[src/rtl/delay_line_ctrl.sv]
// Sample delay line over an external sync-read RAM: write, read back, capture, hold.
// Latency 3 cycles accept->m_valid; one sample in flight; s_ready only when idle. Optional mix: DELAY_MIX_EN.
module delay_line_ctrl #(
  parameter int DATA_W = 18,
  parameter int ADDR_W = 12
) (
  input  logic              clk,
  input  logic              aclr_n,
  input  logic [DATA_W-1:0] s_in,
  input  logic              s_valid,
  output logic              s_ready,
  input  logic [ADDR_W-1:0] delay,
  output logic [DATA_W-1:0] m_out,
  output logic              m_valid,
  input  logic              m_ready,
  output logic [DATA_W-1:0] ram_in,
  output logic [ADDR_W-1:0] ram_addr,
  output logic              ram_wren,
  input  logic [DATA_W-1:0] ram_out
);

  typedef enum logic [2:0] {IDLE, WR, RD, CAP, OUT} state_t;

  localparam logic [ADDR_W:0] FILL_MAX = {1'b1, {ADDR_W{1'b0}}};

  state_t              state_q, state_d;
  logic [DATA_W-1:0]   sample_q, sample_d;
  logic [ADDR_W-1:0]   dly_q, dly_d;
  logic [ADDR_W-1:0]   wr_ptr_q, wr_ptr_d;
  logic [ADDR_W:0]     fill_q, fill_d;
  logic [DATA_W-1:0]   m_out_q, m_out_d;
  logic                m_valid_q, m_valid_d;
  logic [DATA_W-1:0]   delayed;
  logic [DATA_W-1:0]   result;

  // Words not yet written since reset read as zero, whatever the RAM holds.
  always_comb begin
    delayed = ram_out;
    if ({1'b0, dly_q} >= fill_q) delayed = '0;
  end

`ifdef DELAY_MIX_EN
  logic signed [DATA_W:0] mix_sum;
  always_comb begin
    mix_sum = $signed({sample_q[DATA_W-1], sample_q}) + $signed({delayed[DATA_W-1], delayed});
    result  = mix_sum[DATA_W:1];
  end
`else
  assign result = delayed;
`endif

  always_comb begin
    state_d   = state_q;
    sample_d  = sample_q;
    dly_d     = dly_q;
    wr_ptr_d  = wr_ptr_q;
    fill_d    = fill_q;
    m_out_d   = m_out_q;
    m_valid_d = m_valid_q;
    s_ready   = 1'b0;
    ram_wren  = 1'b0;
    ram_addr  = '0;
    ram_in    = '0;
    case (state_q)
      IDLE: begin
        s_ready = 1'b1;
        if (s_valid) begin
          sample_d = s_in;
          dly_d    = delay;
          state_d  = WR;
        end
      end
      WR: begin
        ram_wren = 1'b1;
        ram_addr = wr_ptr_q;
        ram_in   = sample_q;
        if (fill_q != FILL_MAX) fill_d = fill_q + 1'b1;
        state_d  = RD;
      end
      RD: begin
        // Same address as the write when dly_q is 0, so the fresh sample reads back.
        ram_addr = wr_ptr_q - dly_q;
        wr_ptr_d = wr_ptr_q + 1'b1;
        state_d  = CAP;
      end
      CAP: begin
        m_out_d   = result;
        m_valid_d = 1'b1;
        state_d   = OUT;
      end
      OUT: begin
        if (m_ready) begin
          m_valid_d = 1'b0;
          state_d   = IDLE;
        end
      end
      default: state_d = IDLE;
    endcase
  end

  always_ff @(posedge clk or negedge aclr_n) begin
    if (!aclr_n) begin
      state_q   <= IDLE;
      sample_q  <= '0;
      dly_q     <= '0;
      wr_ptr_q  <= '0;
      fill_q    <= '0;
      m_out_q   <= '0;
      m_valid_q <= 1'b0;
    end else begin
      state_q   <= state_d;
      sample_q  <= sample_d;
      dly_q     <= dly_d;
      wr_ptr_q  <= wr_ptr_d;
      fill_q    <= fill_d;
      m_out_q   <= m_out_d;
      m_valid_q <= m_valid_d;
    end
  end

  assign m_out   = m_out_q;
  assign m_valid = m_valid_q;

endmodule

[config.mk]
export PLATFORM = sky130hd
export DESIGN_NAME = delay_line_ctrl
export DESIGN_NICKNAME = d
export VERILOG_FILES = /design/src/rtl/delay_line_ctrl.sv
export SDC_FILE = /design/constraint.sdc
export NUM_CORES = 1
export LEC_CHECK = 0
export ABC_AREA = 0
export CAP_MARGIN = 20
export CORE_ASPECT_RATIO = 0.6
export CORE_MARGIN = 2
export CORE_UTILIZATION = 36
export DETAILED_ROUTE_END_ITERATION = 16
export PLACE_DENSITY = 0.74
export SKIP_LAST_GASP = 1
export SLEW_MARGIN = 40
export SYNTH_ARGS = -nofsm -noshare
export SYNTH_HDL_FRONTEND = slang
export SYNTH_SLANG_ARGS = --single-unit
[constraint.sdc]
create_clock -name clk -period 2.5 [get_ports clk]
set_input_delay 0.375 -clock clk [delete_from_list [all_inputs] [get_ports clk]]
set_output_delay 0.375 -clock clk [all_outputs]
set_load 0.02 [all_outputs]
# After elaboration in Yosys (flattened, before gate mapping)
# Index checks and enable logic that the tools add are counted.
# op_classes
eq_ne	7
reduce_logical	6
muxes	10
order_cmp	1
add_sub_neg	3
# ops
cell	count
18-bit 2-to-1 mux	2
12-bit one-hot mux with 2 select lines	1
3-bit one-hot mux with 5 select lines	1
13-bit by 1-bit adder with 13-bit output, second input constant	1
12-bit by 13-bit >= comparator with 1-bit output	1
13-bit != test, second input constant	1
12-bit by 1-bit adder with 12-bit output, second input constant	1
12-bit subtractor	1
2-bit AND reduction	4
3-bit by 2-bit equality test with 1-bit output, second input constant	2
3-bit 2-to-1 mux	2
2-bit != test, second input constant	2
3-bit by 1-bit equality test with 1-bit output, second input constant	1
3-bit equality test, second input constant	1
3-bit zero test	1
1-bit 2-to-1 mux	3
1-bit one-hot mux with 2 select lines	1
2-bit nonzero test	1
# totals
out_inout_bits	51
regBits	77
inputBits	52

# Longest topological paths before layout
# Gate-level depths: netlist (run 1).
# depth
depth_word	3
mapped_depth	11

# Least setup slack after synthesis (run 1)
# Ideal clock, no wire load.
# synth_path
kind	flip-flop to output port
from	register wr_ptr_q[0]
to	output port ram_addr[10]
stages_incl_launch_ff	12
path_buffers	0
slack_ns	-0.099
required_time_ns	2.125
t_arrival_ns	2.224
path_cell_list	dfrtp_1 > inv_1 > ha_1 > inv_1 > fa_1 > a21oi_1 > o21ai_1 > a21oi_1 > o21ai_1 > a21oi_1 > xor2_1 > o21ai_1
# synth_via
elab_chain_len	2
# synth_rtl
element	line_no	rtl
start: declaration	29	logic [ADDR_W-1:0] wr_ptr_q, wr_ptr_d;
start signal: assignment	114	wr_ptr_q <= wr_ptr_d;
12-bit subtractor	82	ram_addr = wr_ptr_q - dly_q;
12-bit one-hot mux with 2 select lines	64	case (state_q)
end: declaration	17	output logic [ADDR_W-1:0] ram_addr,
# Every way passes these cells.

# Final worst setup path (run 1)
# layout_path
from	register wr_ptr_q[1]
to	output port ram_addr[11]
# The elaborated chain is that of the path after synthesis.

==> impl_metrics.env, run 1 <==
export IMPL_clockRootBuffer="clkbuf_16"
export IMPL_grt_pass1_wl_um=18300
export IMPL_seqPwrFrac_pct=24.4
export IMPL_hpwl_um=8030
export IMPL_overflow=0
export IMPL_cp_start_kind="flop"
export IMPL_grt_pass1_vias=3650
export IMPL_h_tree_depth=3
export IMPL_ant_nets=0
export IMPL_worst_pin_slew_ns=0.570
export IMPL_dp_slack_ns=-0.612
export IMPL_cp_data_arrival_time_ns=2.62
export IMPL_rsz0062_at_grt="yes"
export IMPL_hold_buffers=0
export IMPL_clk_pin_slew_ns=0.06
export IMPL_pwr_share_comb_pct=58.7
export IMPL_slowest_delay_ns=0.41
export IMPL_rrSetupSlack_ns=0.35
export IMPL_synth_area_leaders="dfrtp_1, ha_1, xnor2_1"
export IMPL_rows=30
export IMPL_cp_max_fo=2
export IMPL_syn_to_final_growth_pct=51.9
export IMPL_gp_congestion=0.855
export IMPL_n_fill_cell=925
export IMPL_total_power_w=0.00830
export IMPL_start_util_pct=36.5
export IMPL_diodes=0
export IMPL_remaining_drc_errors=0
export IMPL_die_y_um=86.5
export IMPL_finalNonFillerCells=706
export IMPL_cp_slowest_cell="dfrtp_1"
export IMPL_core_area_mm2=0.0112
export IMPL_synth_cell_area_mm2=0.00408
export IMPL_cts_buffer_depth=2
export IMPL_synth_net_count=468
export IMPL_setup_slack_ns=-0.495
export IMPL_post_route_util_pct=55.4
export IMPL_pin_count=103
export IMPL_port_buffers=102
export IMPL_layout_drive_gt1_share_pct=24.0
export IMPL_vias=3444
export IMPL_reg2reg_depth=9
export IMPL_die_w_um=141
export IMPL_synth_top_area_share_pct=47.2
export IMPL_p_leak_nw=2.77
export IMPL_synth_seq_cells=77
export IMPL_totalWireLength_um=11400
export IMPL_fmax_ghz=0.334
export IMPL_switchingPower_w=0.00326
export IMPL_antenna_found_initial=0
export IMPL_synth_edff_count=0
export IMPL_wl_per_cell_um=16.1
export IMPL_dp_cells=681
export IMPL_synthTopCellsByCount="dfrtp_1, nand2_1, inv_1, xnor2_1"
export IMPL_seq_area_frac_synth_pct=47.2
export IMPL_worst_clock_skew_ns=0.00502
export IMPL_dieArea_mm2=0.0122
export IMPL_finalCriticalPeriod_ns=2.99
export IMPL_clock_sinks=77
export IMPL_p_sw_share_pct=39.3
export IMPL_cts_tree="done"
export IMPL_period_share_pct=120
export IMPL_finalSetupViolations=25
export IMPL_via_per_inst=4.88
export IMPL_nets=636
export IMPL_max_slew_margin_rel_pct=62.0
export IMPL_yosys_area_top_type="dfrtp_1"
export IMPL_crit_type="reg2out"
export IMPL_async_flop_share_pct=100
export IMPL_end_kind="output port"
export IMPL_max_cap_viol_count=0
export IMPL_first_pass_iters=4
export IMPL_synth_warnings=0
export IMPL_yosys_cell_count_top_type="dfrtp_1"
export IMPL_ys_flop_type="dfrtp_1"
export IMPL_clock_latency_ns=0.34
export IMPL_hold_viol=0
export IMPL_required_ns=2.12
export IMPL_whs_ns=0.0188
export IMPL_hold_path_class="in2async"
export IMPL_syn_avg_cell_area_um2=10.5
export IMPL_grtUsageTotal_pct=19.3
export IMPL_slew_violations=0
export IMPL_ys_types=50
export IMPL_grt_max_degree=43
export IMPL_netlist_instances=389
export IMPL_crit_path_cell_trace="ha_4, nor2b_4, o2111ai_2, a31o_1, o31ai_2, xor2_1, or3_1, o21ai_2, buf_6"
export IMPL_power_density_mw_per_mm2=1340
export IMPL_drtIter0Drc=244
export IMPL_violations="setup timing"
export IMPL_p_clk_share_pct=16.9
export IMPL_p_int_w=0.00504
export IMPL_outcome="finished, violations left"
export IMPL_cts_made_buffers=9
export IMPL_irDropWorstVdd_mv=0.704
[state kept, by name, indices dropped and copies added (netlist names)]
register and count:
m_out 18, m_valid 1, wr_ptr_q 12, fill_q 13, sample_q 18, state_q 3, dly_q 12
[cell type report]
| type | instances | area, um2 | share of cell area, % |
|---|---|---|---|
| tap | 144 | 180 | 2.91 |
| timing repair buffer | 171 | 1520 | 24.5 |
| clock inverter | 7 | 90.1 | 1.45 |
| inverter | 30 | 113 | 1.82 |
| multi-input combinational | 268 | 2150 | 34.6 |
| sequential | 77 | 1930 | 31.1 |
| clock buffer | 9 | 225 | 3.63 |
[metal layers]
metal / wire length (um) / part of all wire (%) / vias up / track usage, %
met1: 5180 / 46 / 1685 / 25.1
li1: - / - / 1673 / -
met5: 0 / 0 / - / 0
met4: 132 / 1.2 / 0 / 5.09
met3: 539 / 4.7 / 13 / 3.92
met2: 5510 / 48 / 73 / 33.2
[stage by stage]
stage	cell area, um2	setup TNS [ns]
floorplan	4090	-0.00873
global placement	5670	-2.54
detailed placement	5670	-2.95
CTS	6120	-5.54
global route	6200	-7.57
finish	6200	-5.63
[cell usage in the layout (no fill, tap or decap), types with 19 or more instances in the layout]
cell             instances
a22o_1                  19
dfrtp_1                 77
inv_1                   24
xnor2_1                 26
and2_1                  21
buf_4                   73
mux2_1                  19
clkdlybuf4s50_1         89
nand2_1                 41
ha_1                    22
[path summary, 6_finish.rpt]
kind                           endpoint         from
max reg2reg                    m_out[2]     dly_q[6]
max                        ram_addr[11]  wr_ptr_q[1]
max in group asynchronous    state_q[2]       aclr_n
min                           m_out[15]       aclr_n
min in group clk            sample_q[2]  sample_q[2]
min reg2reg                 sample_q[2]  sample_q[2]
[worst max-delay path: cells and delay by family, from the launching register on]
family                     cells  cell delay (ns)
and+or+nand+nor                2             0.50
DFF                            1             0.41
AOI/OAI and AO/OA              4             0.81
xor gates and xnor gates       1             0.13
adders and majority gates      1             0.27
buffers and inverters          1             0.15
[what timing repair did]
| action | 4_1_cts | 5_1_grt |
|---|---|---|
| pin swaps | 18 | 17 |
| resized for setup | 69 | 16 |
| setup buffers | 7 | 4 |
| setup endpoints to repair | 31 | 28 |
[cell families (layout without fill, tap and decap cells)]
kind of cell | count (synthesis) | count (layout) | share of synthesized area [%]
AND/OR/NAND/NOR | 112 | 112 | 14.2
AO/OA/AOI/OAI | 77 | 77 | 13.3
flip-flops | 77 | 77 | 47.2
buffers and inverters | 44 | 217 | 4.45
XOR/XNOR | 33 | 33 | 7.08
adder cells (fa/ha/maj) | 27 | 27 | 8.46
multiplexers | 19 | 19 | 5.24
[power groups by stage]
stage | clock [W] | sequential [W] | combinational [W]
after floorplan | 0 | 0.00218 | 0.00223
after detailed placement | 0 | 0.00203 | 0.00435
after global placement | 0 | 0.00201 | 0.00421
final | 0.00140 | 0.00203 | 0.00488
after CTS | 0.00142 | 0.00203 | 0.00463
after global routing | 0.00148 | 0.00210 | 0.00525
Note: power is estimated with default switching activity, not from simulation.
==> run 2: changes to the inputs <==
--- a/config.mk
+++ b/config.mk
@@ -10,8 +10,8 @@
 export CORE_ASPECT_RATIO = 0.6
 export CORE_MARGIN = 2
 export CORE_UTILIZATION = 36
+export CTS_CLUSTER_DIAMETER = 100
 export DETAILED_ROUTE_END_ITERATION = 16
-export PLACE_DENSITY = 0.74
 export SKIP_LAST_GASP = 1
 export SLEW_MARGIN = 40
 export SYNTH_ARGS = -nofsm -noshare
==> impl_metrics.env, run 2 (synthesized netlist as in run 1, its figures left out) <==
export IMPL_required_ns=2.12
export IMPL_core_area_mm2=0.0112
export IMPL_diodes=0
export IMPL_fmax_ghz=0.348
export IMPL_startpoint="dly_q[0]"
export IMPL_grt_use_met1_pct=26.0
export IMPL_layout_drive_gt1_share_pct=20.8
export IMPL_end_kind="output port"
export IMPL_switchingPower_w=0.00300
export IMPL_finalNonFillerCells=696
export IMPL_p_sw_share_pct=39.2
export IMPL_wl_per_cell_um=15.0
export IMPL_clock_latency_ns=0.33
export IMPL_first_pass_iters=4
export IMPL_start_util_pct=36.5
export IMPL_gp_congestion=0.840
export IMPL_clk_pin_slew_ns=0.06
export IMPL_grt_busiest_layer="met2"
export IMPL_max_cap_viol_count=0
export IMPL_grtUsageTotal_pct=18.2
export IMPL_met3_usage_pct=5.91
export IMPL_ant_nets=0
export IMPL_remaining_drc_errors=0
export IMPL_die_y_um=86.5
export IMPL_max_slew_margin_rel_pct=63.0
export IMPL_violations="setup timing"
export IMPL_cts_tree="done"
export IMPL_clockRootBuffer="clkbuf_16"
export IMPL_worst_pin_slew_ns=0.554
export IMPL_hold_viol=0
export IMPL_finalSetupViolations=6
export IMPL_syn_to_final_growth_pct=47.5
export IMPL_dpl_instance_area_mm2=0.00568
export IMPL_die_w_um=141
export IMPL_via_per_inst=4.84
export IMPL_p_int_w=0.00465
export IMPL_r2r_start="dly_q[10]"
export IMPL_rsz0062_at_grt="yes"
export IMPL_hold_path_class="in2async"
export IMPL_gr_usage_met2_pct=26.8
export IMPL_p_clk_share_pct=15.4
export IMPL_pwr_share_comb_pct=57.9
export IMPL_slowest_delay_ns=0.41
export IMPL_drtIter0Drc=184
export IMPL_pin_count=103
export IMPL_h_tree_depth=3
export IMPL_port_buffers=102
export IMPL_outcome="finished, violations left"
export IMPL_dieArea_mm2=0.0122
export IMPL_slew_violations=0
export IMPL_post_route_util_pct=53.8
export IMPL_crit_type="reg2out"
export IMPL_nets=628
export IMPL_finalCriticalPeriod_ns=2.87
export IMPL_cp_slowest_cell="dfrtp_1"
export IMPL_clock_sinks=77
export IMPL_seqPwrFrac_pct=26.6
export IMPL_totalWireLength_um=10400
export IMPL_setup_slack_ns=-0.373
export IMPL_cts_buffer_depth=2
export IMPL_crit_path_cell_trace="ha_4, buf_4, nor2b_4, o2111ai_2, a31o_1, o31ai_2, xor2_1, or3_1, o21ai_1, buf_4"
export IMPL_vias=3367
export IMPL_dp_slack_ns=-0.652
export IMPL_overflow=0
export IMPL_grt_pass1_wl_um=17500
export IMPL_irDropWorstVdd_mv=0.576
export IMPL_worst_clock_skew_ns=0.00388
export IMPL_dp_cells=679
export IMPL_finalInstanceArea_mm2=0.00602
export IMPL_cp_max_fo=2
export IMPL_antenna_found_initial=0
export IMPL_cp_data_arrival_time_ns=2.50
export IMPL_cpMostUsedCell="buf_4"
export IMPL_grt_pass1_vias=3488
export IMPL_grt_max_degree=41
export IMPL_p_leak_nw=2.78
export IMPL_cp_start_kind="flop"
export IMPL_rows=30
export IMPL_mostFrequentLayoutCell="dfrtp_1"
export IMPL_cts_made_buffers=9
export IMPL_setup_tns_final_ns=-1.72
export IMPL_hpwl_um=7720
export IMPL_layout_common_cells="dfrtp_1, clkdlybuf4s50_1, buf_4, nand2_1, xnor2_1"
export IMPL_power_density_mw_per_mm2=1270
export IMPL_period_share_pct=115
[run 2: changes by cell type in the layout (fill, tap and decap cells not counted), sizes merged]
cell	delta
dlygate4sd2	+19
clkdlybuf4s50	-18
buf	-9
clkbuf	+3
bufinv	-2
clkinvlp	-2
clkinv	-1
[run 2: per-stage QoR]
stage	hold WS, ns	total power, W
6_report	0.0365	0.00766
3_3_place_gp	0.407	0.00628
5_1_grt	0.0712	0.00823
4_1_cts	0.0536	0.00761
3_5_place_dp	0.405	0.00636
2_1_floorplan	0.0794	0.00441
[run 2: layout make-up]
class / instances / area, um2
Clock buffer: 12 / 256
Clock inverter: 2 / 10.0
Fill cell: 998 / 5160
Inverter: 30 / 113
Multi-Input combinational cell: 268 / 2080
Sequential cell: 77 / 1930
Tap cell: 144 / 180
Timing Repair Buffer: 163 / 1450
[run 2: critical path: cells and delay by family, from the launching register on]
family | cells | cell delay [ns]
AO/OA/AOI/OAI | 4 | 0.73
XOR/XNOR | 1 | 0.11
adder cells (fa/ha/maj) | 1 | 0.18
buffers and inverters | 2 | 0.29
flip-flops | 1 | 0.41
AND/OR/NAND/NOR | 2 | 0.44
[run 2: what timing repair did]
item                       CTS  global route
pin swaps                   16            12
cloned                       0             0
resized for setup           77             9
buffers inserted             1             2
hold buffers                 0             0
setup endpoints to repair   30             9
[run 2: layer usage]
layer	wire, um	vias to the layer above
met4	78	0
met3	645	8
met2	4340	78
met1	5340	1623
li1	-	1658
met5	0	-
[run 2: worst paths after layout]
kind,to,slack [ns],cells after the start
min in group clk,sample_q[11],0.47,1
hold reg to reg,sample_q[11],0.47,1
setup / recovery,ram_addr[11],-0.37,10
max in group asynchronous,state_q[0],1.86,2
hold / removal,m_out[12],0.04,1
setup reg to reg,m_out[6],0.29,9
[run 2: power by group through the flow]
stage | clock network (W) | registers [W] | logic (W)
floorplan | 0 | 0.00218 | 0.00223
global placement | 0 | 0.00203 | 0.00426
detailed placement | 0 | 0.00204 | 0.00432
CTS | 0.00122 | 0.00204 | 0.00435
global route | 0.00129 | 0.00211 | 0.00484
finish | 0.00118 | 0.00204 | 0.00443
